$ cat src/rtl/uart_report_pkg.sv
// Shared definitions for the UART telemetry report scheduler.
package uart_report_pkg;

  // Frame sequencer states; IDLE is the only state that does not push.
  typedef enum logic [2:0] {
    ST_IDLE,
    ST_SOF,
    ST_ID,
    ST_DATA,
    ST_CHK
  } state_e;

  // Display mode selector encoding.
  typedef enum logic [1:0] {
    MODE_WATCH = 2'b00,
    MODE_SW    = 2'b01,
    MODE_SR    = 2'b10,
    MODE_DHT   = 2'b11
  } mode_e;

  // Requester indices.
  localparam logic [1:0] SRC_TIME = 2'd0;
  localparam logic [1:0] SRC_SW   = 2'd1;
  localparam logic [1:0] SRC_SR   = 2'd2;
  localparam logic [1:0] SRC_DHT  = 2'd3;

  localparam logic [7:0]  SOF_BYTE_DEF   = 8'hA5;
  localparam int unsigned PERIOD_CYC_DEF = 100_000_000;

  // Frame ID byte for a source: ID = source index + 1.
  function automatic logic [7:0] src_id(input logic [1:0] src);
    return {6'b0, src} + 8'd1;
  endfunction

endpackage

$ cat src/rtl/uart_report_sched_rr_arb4.sv
// Four-way round-robin arbiter: searches from last+1 upward, wrapping.
module rr_arb4 (
  input  logic [3:0] req_i,
  input  logic [1:0] last_i,
  output logic [3:0] gnt_o,
  output logic [1:0] idx_o,
  output logic       valid_o
);

  logic [1:0] cand;

  // First requesting source after the last winner, modulo 4.
  always_comb begin
    gnt_o   = '0;
    idx_o   = '0;
    valid_o = 1'b0;
    cand    = '0;
    for (int unsigned off = 1; off <= 4; off++) begin
      cand = last_i + 2'(off);
      if (!valid_o && req_i[cand]) begin
        valid_o     = 1'b1;
        idx_o       = cand;
        gnt_o[cand] = 1'b1;
      end
    end
  end

endmodule

$ cat src/rtl/uart_report_sched.sv
// Telemetry report scheduler: captures requests from four sources and
// emits one SOF/ID/DATA/CHK frame per grant into the UART TX FIFO.
module uart_report_sched
  import uart_report_pkg::*;
#(
  parameter logic [7:0]  SOF_BYTE   = SOF_BYTE_DEF,
  parameter int unsigned PERIOD_CYC = PERIOD_CYC_DEF
) (
  input  logic       clk,
  input  logic       rst,
  input  logic [1:0] mode_sel,
  input  logic [7:0] time_data,
  input  logic [7:0] sw_data,
  input  logic [7:0] sr_data,
  input  logic [7:0] dht_data,
  input  logic       sr_done,
  input  logic       dht_done,
  input  logic       fifo_full,
  output logic       push,
  output logic [7:0] push_data,
  output logic       busy,
  output logic [3:0] grant,
  output logic [7:0] drop_cnt
);

  localparam int unsigned   CW       = (PERIOD_CYC > 1) ? $clog2(PERIOD_CYC) : 1;
  localparam logic [CW-1:0] TICK_VAL = CW'(PERIOD_CYC - 1);

  state_e          state_q, state_d;
  logic [CW-1:0]   per_cnt_q, per_cnt_d;
  logic            tick;
  logic [3:0]      req;
  logic [3:0][7:0] req_data;
  logic [3:0]      pend_q, pend_d;
  logic [3:0][7:0] snap_q, snap_d;
  logic [3:0]      drop;
  logic [2:0]      ndrop;
  logic [8:0]      drop_sum;
  logic [7:0]      drop_q, drop_d;
  logic [1:0]      rr_ptr_q, rr_ptr_d;
  logic [3:0]      grant_q, grant_d;
  logic [7:0]      frame_id_q, frame_id_d;
  logic [7:0]      frame_data_q, frame_data_d;
  logic [3:0]      arb_gnt;
  logic [1:0]      arb_idx;
  logic            arb_valid;
  logic            do_grant;

  rr_arb4 u_arb (
    .req_i   (pend_q),
    .last_i  (rr_ptr_q),
    .gnt_o   (arb_gnt),
    .idx_o   (arb_idx),
    .valid_o (arb_valid)
  );

  // Free-running period counter; tick on its last count.
  always_comb begin
    tick      = (per_cnt_q == TICK_VAL);
    per_cnt_d = tick ? '0 : per_cnt_q + CW'(1);
  end

  // Request decode: periodic reports follow mode_sel, done pulses do not.
  always_comb begin
    req                = '0;
    req[SRC_TIME]      = tick && (mode_sel == MODE_WATCH);
    req[SRC_SW]        = tick && (mode_sel == MODE_SW);
    req[SRC_SR]        = sr_done;
    req[SRC_DHT]       = dht_done;
    req_data           = '0;
    req_data[SRC_TIME] = time_data;
    req_data[SRC_SW]   = sw_data;
    req_data[SRC_SR]   = sr_data;
    req_data[SRC_DHT]  = dht_data;
  end

  assign do_grant = (state_q == ST_IDLE) && arb_valid;

  // Pending/snapshot update; a request in the grant cycle re-arms the
  // source, and it only counts as a drop when the old request is not
  // being served that same cycle.
  always_comb begin
    pend_d = pend_q;
    snap_d = snap_q;
    drop   = '0;
    ndrop  = '0;
    for (int unsigned i = 0; i < 4; i++) begin
      pend_d[i] = req[i] | (pend_q[i] & ~(do_grant & arb_gnt[i]));
      drop[i]   = req[i] & pend_q[i] & ~(do_grant & arb_gnt[i]);
      if (req[i]) snap_d[i] = req_data[i];
      ndrop = ndrop + {2'b0, drop[i]};
    end
    drop_sum = {1'b0, drop_q} + {6'b0, ndrop};
    drop_d   = drop_sum[8] ? 8'hFF : drop_sum[7:0];
  end

  // Frame FSM: next state, frame capture and FIFO push outputs.
  always_comb begin
    state_d      = state_q;
    grant_d      = grant_q;
    frame_id_d   = frame_id_q;
    frame_data_d = frame_data_q;
    rr_ptr_d     = rr_ptr_q;
    push         = 1'b0;
    push_data    = '0;
    unique case (state_q)
      ST_IDLE: begin
        if (do_grant) begin
          state_d      = ST_SOF;
          grant_d      = arb_gnt;
          frame_id_d   = src_id(arb_idx);
          frame_data_d = snap_q[arb_idx];
          rr_ptr_d     = arb_idx;
        end
      end
      ST_SOF: begin
        push      = !fifo_full;
        push_data = SOF_BYTE;
        if (push) state_d = ST_ID;
      end
      ST_ID: begin
        push      = !fifo_full;
        push_data = frame_id_q;
        if (push) state_d = ST_DATA;
      end
      ST_DATA: begin
        push      = !fifo_full;
        push_data = frame_data_q;
        if (push) state_d = ST_CHK;
      end
      ST_CHK: begin
        push      = !fifo_full;
        push_data = frame_id_q ^ frame_data_q;
        if (push) begin
          state_d = ST_IDLE;
          grant_d = '0;
        end
      end
      default: state_d = ST_IDLE;
    endcase
  end

  // State registers; reset points the arbiter at source 3 so source 0 is searched first.
  always_ff @(posedge clk or negedge rst) begin
    if (!rst) begin
      state_q      <= ST_IDLE;
      per_cnt_q    <= '0;
      pend_q       <= '0;
      snap_q       <= '0;
      drop_q       <= '0;
      rr_ptr_q     <= SRC_DHT;
      grant_q      <= '0;
      frame_id_q   <= '0;
      frame_data_q <= '0;
    end else begin
      state_q      <= state_d;
      per_cnt_q    <= per_cnt_d;
      pend_q       <= pend_d;
      snap_q       <= snap_d;
      drop_q       <= drop_d;
      rr_ptr_q     <= rr_ptr_d;
      grant_q      <= grant_d;
      frame_id_q   <= frame_id_d;
      frame_data_q <= frame_data_d;
    end
  end

  assign busy     = (state_q != ST_IDLE);
  assign grant    = grant_q;
  assign drop_cnt = drop_q;

endmodule
$ cat config.mk
export PLATFORM = sky130hd
export DESIGN_NAME = uart_report_sched
export DESIGN_NICKNAME = d
export VERILOG_FILES = /design/src/rtl/uart_report_pkg.sv /design/src/rtl/uart_report_sched_rr_arb4.sv /design/src/rtl/uart_report_sched.sv
export SDC_FILE = /design/constraint.sdc
export NUM_CORES = 1
export LEC_CHECK = 0
export CELL_PAD_IN_SITES_DETAIL_PLACEMENT = 1
export CELL_PAD_IN_SITES_GLOBAL_PLACEMENT = 2
export CORE_AREA = 8 8 119 121
export CTS_BUF_LIST = sky130_fd_sc_hd__clkbuf_4 sky130_fd_sc_hd__clkbuf_8
export CTS_CLUSTER_SIZE = 10
export DETAILED_ROUTE_END_ITERATION = 7
export DIE_AREA = 0 0 127 129
export GPL_ROUTABILITY_DRIVEN = 0
export PLACE_DENSITY = 0.92
export SKIP_LAST_GASP = 1
export SLEW_MARGIN = 20
export SYNTH_ARGS = -nofsm -noshare
export SYNTH_HDL_FRONTEND = slang
export SYNTH_SLANG_ARGS = --single-unit
$ cat constraint.sdc
create_clock -name clk -period 8.1 [get_ports clk]
set_clock_uncertainty 0.1 [all_clocks]
set_input_delay 0.81 -clock clk [delete_from_list [all_inputs] [get_ports clk]]
set_output_delay 0.81 -clock clk [all_outputs]
set_load 0.1 [all_outputs]
==> flow_metrics.env <==
export IMPL_status="finished, final reports clean"
export IMPL_path_cells="inv_1, ha_1, mux4_2, nor2b_1, a22o_1, mux2i_1, o221a_2, nand2_1, fa_1, fa_1, inv_1, fa_1, and3_1, nand3_1, nand2_1"
export IMPL_drt_met1_wl_mm=5.53
export IMPL_cts_tree="done"
export IMPL_highest_signal_layer="met4"
export IMPL_fin_setup_tns_ns=0
export IMPL_diodes=0
export IMPL_fmax_mhz=206
export IMPL_crit_slowest_cell="dfstp_2"
export IMPL_clock_sinks=91
export IMPL_min_period_ns=4.86
export IMPL_ioPinCount=61
export IMPL_leakagePower_nw=2.59
export IMPL_post_cts_setup_buffer_count=0
export IMPL_utilization=0.466
export IMPL_coreArea_mm2=0.0123
export IMPL_first_global_vias=3936
export IMPL_drcViolationCount=0
export IMPL_irDropWorstVdd_uv=133
export IMPL_via_per_inst=5.48
export IMPL_synth_seq_area_share=0.474
export IMPL_netlist_area_mm2=0.00481
export IMPL_finalHoldViolCount=0
export IMPL_clock_latency_ns=0.37
export IMPL_areaGrowthSynthToFinish_pct=19.4
export IMPL_cts_buffers=9
export IMPL_overflow=0
export IMPL_total_power_mw=2.16
export IMPL_syn_num_nets=506
export IMPL_maxSlewViolCount=0
export IMPL_first_iter_violations=173
export IMPL_async_flop_share=1.00
export IMPL_final_area_mm2=0.00574
export IMPL_portBuffers=60
export IMPL_setup_viol=0
export IMPL_met2_length_mm=6.07
export IMPL_grt_first_pass_wirelength_mm=20.6
export IMPL_initial_utilization=0.391
export IMPL_dr_pass1_iters=4
export IMPL_die_area_mm2=0.0164
export IMPL_hold_class="in -> async"
export IMPL_path_clk_slew_ns=0.09
export IMPL_hpwl_mm=8.80
export IMPL_cp_start_kind="flip-flop"
export IMPL_crit_arrival_ns=5.05
export IMPL_ys_warn_count=0
export IMPL_synth_seq_cells=91
export IMPL_worstSetupEndpointType="flip-flop"
export IMPL_hold_ws_ns=0.293
export IMPL_cp_max_fo=17
export IMPL_track_usage=0.157
export IMPL_slew_headroom=0.339
export IMPL_power_density_mw_per_mm2=376
export IMPL_maxCapViolCount=0
export IMPL_synth_edff_count=0
export IMPL_synth_cell_type_count=56
export IMPL_h_tree_depth=3
export IMPL_cts_root_buf="clkbuf_8"
export IMPL_synthCells=453
export IMPL_routedWlPerCell_um=18.4
export IMPL_cp_common_cell="fa_1"
export IMPL_placed_cells=647
export IMPL_ant_nets=0
export IMPL_crit_type="reg -> reg"
export IMPL_worst_path_buf_inv=2
export IMPL_wl_met3_um=421
export IMPL_grt_max_degree=55
export IMPL_placed_area_mm2=0.00554
export IMPL_via_count=3631
export IMPL_hold_buffers=0
export IMPL_finalNetCount=561
export IMPL_max_stage_delay_ns=0.73
export IMPL_dieHeight_um=129
export IMPL_pre_cts_ws_ns=3.27
export IMPL_tightestPinTransition_ns=0.989
export IMPL_final_period_utilization=0.599
export IMPL_wl_mm=12.2
export IMPL_antenna_found_initial=0
export IMPL_num_rows=41
export IMPL_cts_resized_gates=0
export IMPL_synth_avg_cell_area_um2=10.6
export IMPL_finalNonFillerCells=663
export IMPL_worstPathRequired_ns=8.30
export IMPL_rsz0062_at_grt="false"
export IMPL_yosys_most_used_dff="dfrtp_1"
export IMPL_die_x_um=127
export IMPL_drive_gt1_frac=0.127
export IMPL_layout_setup_ws_ns=3.24
export IMPL_crit_family="adder cells"
export IMPL_clockBufferDepth=2
-- report_power, final --
part	leakage, nW	internal [mW]	total [mW]	switching [mW]
clock network	0.102	0.151	0.317	0.166
registers	1.17	0.537	0.651	0.114
logic	1.32	0.400	1.19	0.790
total	2.59	1.09	2.16	1.07
-- metal layers --
metal | track usage | up-vias
li1 | - | 1714
met1 | 0.202 | 1849
met2 | 0.260 | 58
met3 | 0.0327 | 10
met4 | 0.0462 | 0
met5 | 0 | -
-- sequential cells by signal, summed over array words and instances (netlist names) --
signal and count:
frame_id_q 3, rr_ptr_q 2, grant 4, frame_data_q 8, per_cnt_q 27, state_q 3, pend_q 4, snap_q 32
drop_cnt 8
-- kinds of logic (layout without fill, tap and decap cells) --
kind of cell    after synthesis  after routing  synth area share
xor+xnor                     28             28            0.0510
compound gates               71             71             0.101
simple gates                159            159             0.172
flops                        91             91             0.474
fa+ha+maj                    14             14            0.0411
mux                          57             57             0.132
buf+inv                      33             93            0.0278
-- final cells by class --
type / instances / area, um^2
Fill cell: 1387 / 6570
Multi-Input combinational cell: 329 / 2400
Sequential cell: 91 / 2280
Timing Repair Buffer: 62 / 613
Tap cell: 150 / 188
Clock buffer: 10 / 138
Clock inverter: 6 / 65.1
Inverter: 15 / 56.3
-- worst paths after layout --
check	from	end	slack [ns]	cells after the start
max	rr_ptr_q[0]$_DFFE_PN1P_	drop_cnt[0]$_DFF_PN0_	3.24	15
min	rst	snap_q[30]$_DFFE_PN0P_	0.29	1
max reg2reg	rr_ptr_q[0]$_DFFE_PN1P_	drop_cnt[0]$_DFF_PN0_	3.24	15
min reg2reg	per_cnt_q[0]$_DFF_PN0_	per_cnt_q[0]$_DFF_PN0_	0.39	1
max in group asynchronous	rst	grant[1]$_DFFE_PN0P_	6.53	2
min in group clk	per_cnt_q[0]$_DFF_PN0_	per_cnt_q[0]$_DFF_PN0_	0.39	1
-- cells in the final DEF, fill, tap and decap left out, types with 3 or more instances in the layout --
| cell type | n |
|---|---|
| nor3_1 | 4 |
| dfrtp_1 | 89 |
| a22o_1 | 4 |
| and3_1 | 9 |
| or3_1 | 3 |
| nand4_1 | 5 |
| a21oi_1 | 11 |
| o21ai_0 | 18 |
| buf_4 | 3 |
| o22ai_1 | 3 |
| nor2_1 | 31 |
| inv_1 | 15 |
| nand2_1 | 48 |
| mux2i_1 | 23 |
| ha_1 | 11 |
| a21o_1 | 6 |
| and2_1 | 3 |
| o221ai_1 | 9 |
| nor2b_1 | 10 |
| clkdlybuf4s50_1 | 59 |
| xor2_1 | 20 |
| fa_1 | 3 |
| nand3_1 | 17 |
| nand2b_1 | 6 |
| a22oi_1 | 4 |
| mux2_2 | 32 |
| xnor2_1 | 8 |
| or2_2 | 4 |
| clkbuf_8 | 10 |
| nand3b_1 | 3 |
-- synth_stat cells, drive strengths merged (9+ instances only) --
master | number | area share
xor2 | 20 | 0.036
buf | 10 | 0.0099
ha | 11 | 0.029
mux2 | 32 | 0.075
a21oi | 11 | 0.011
nor2b | 10 | 0.013
o221ai | 9 | 0.016
mux2i | 23 | 0.048
nand2 | 48 | 0.037
nor2 | 31 | 0.024
nand3 | 17 | 0.018
inv | 15 | 0.012
o21ai | 19 | 0.020
dfrtp | 89 | 0.46
and3 | 9 | 0.012
(Power assumes the default switching activity.)
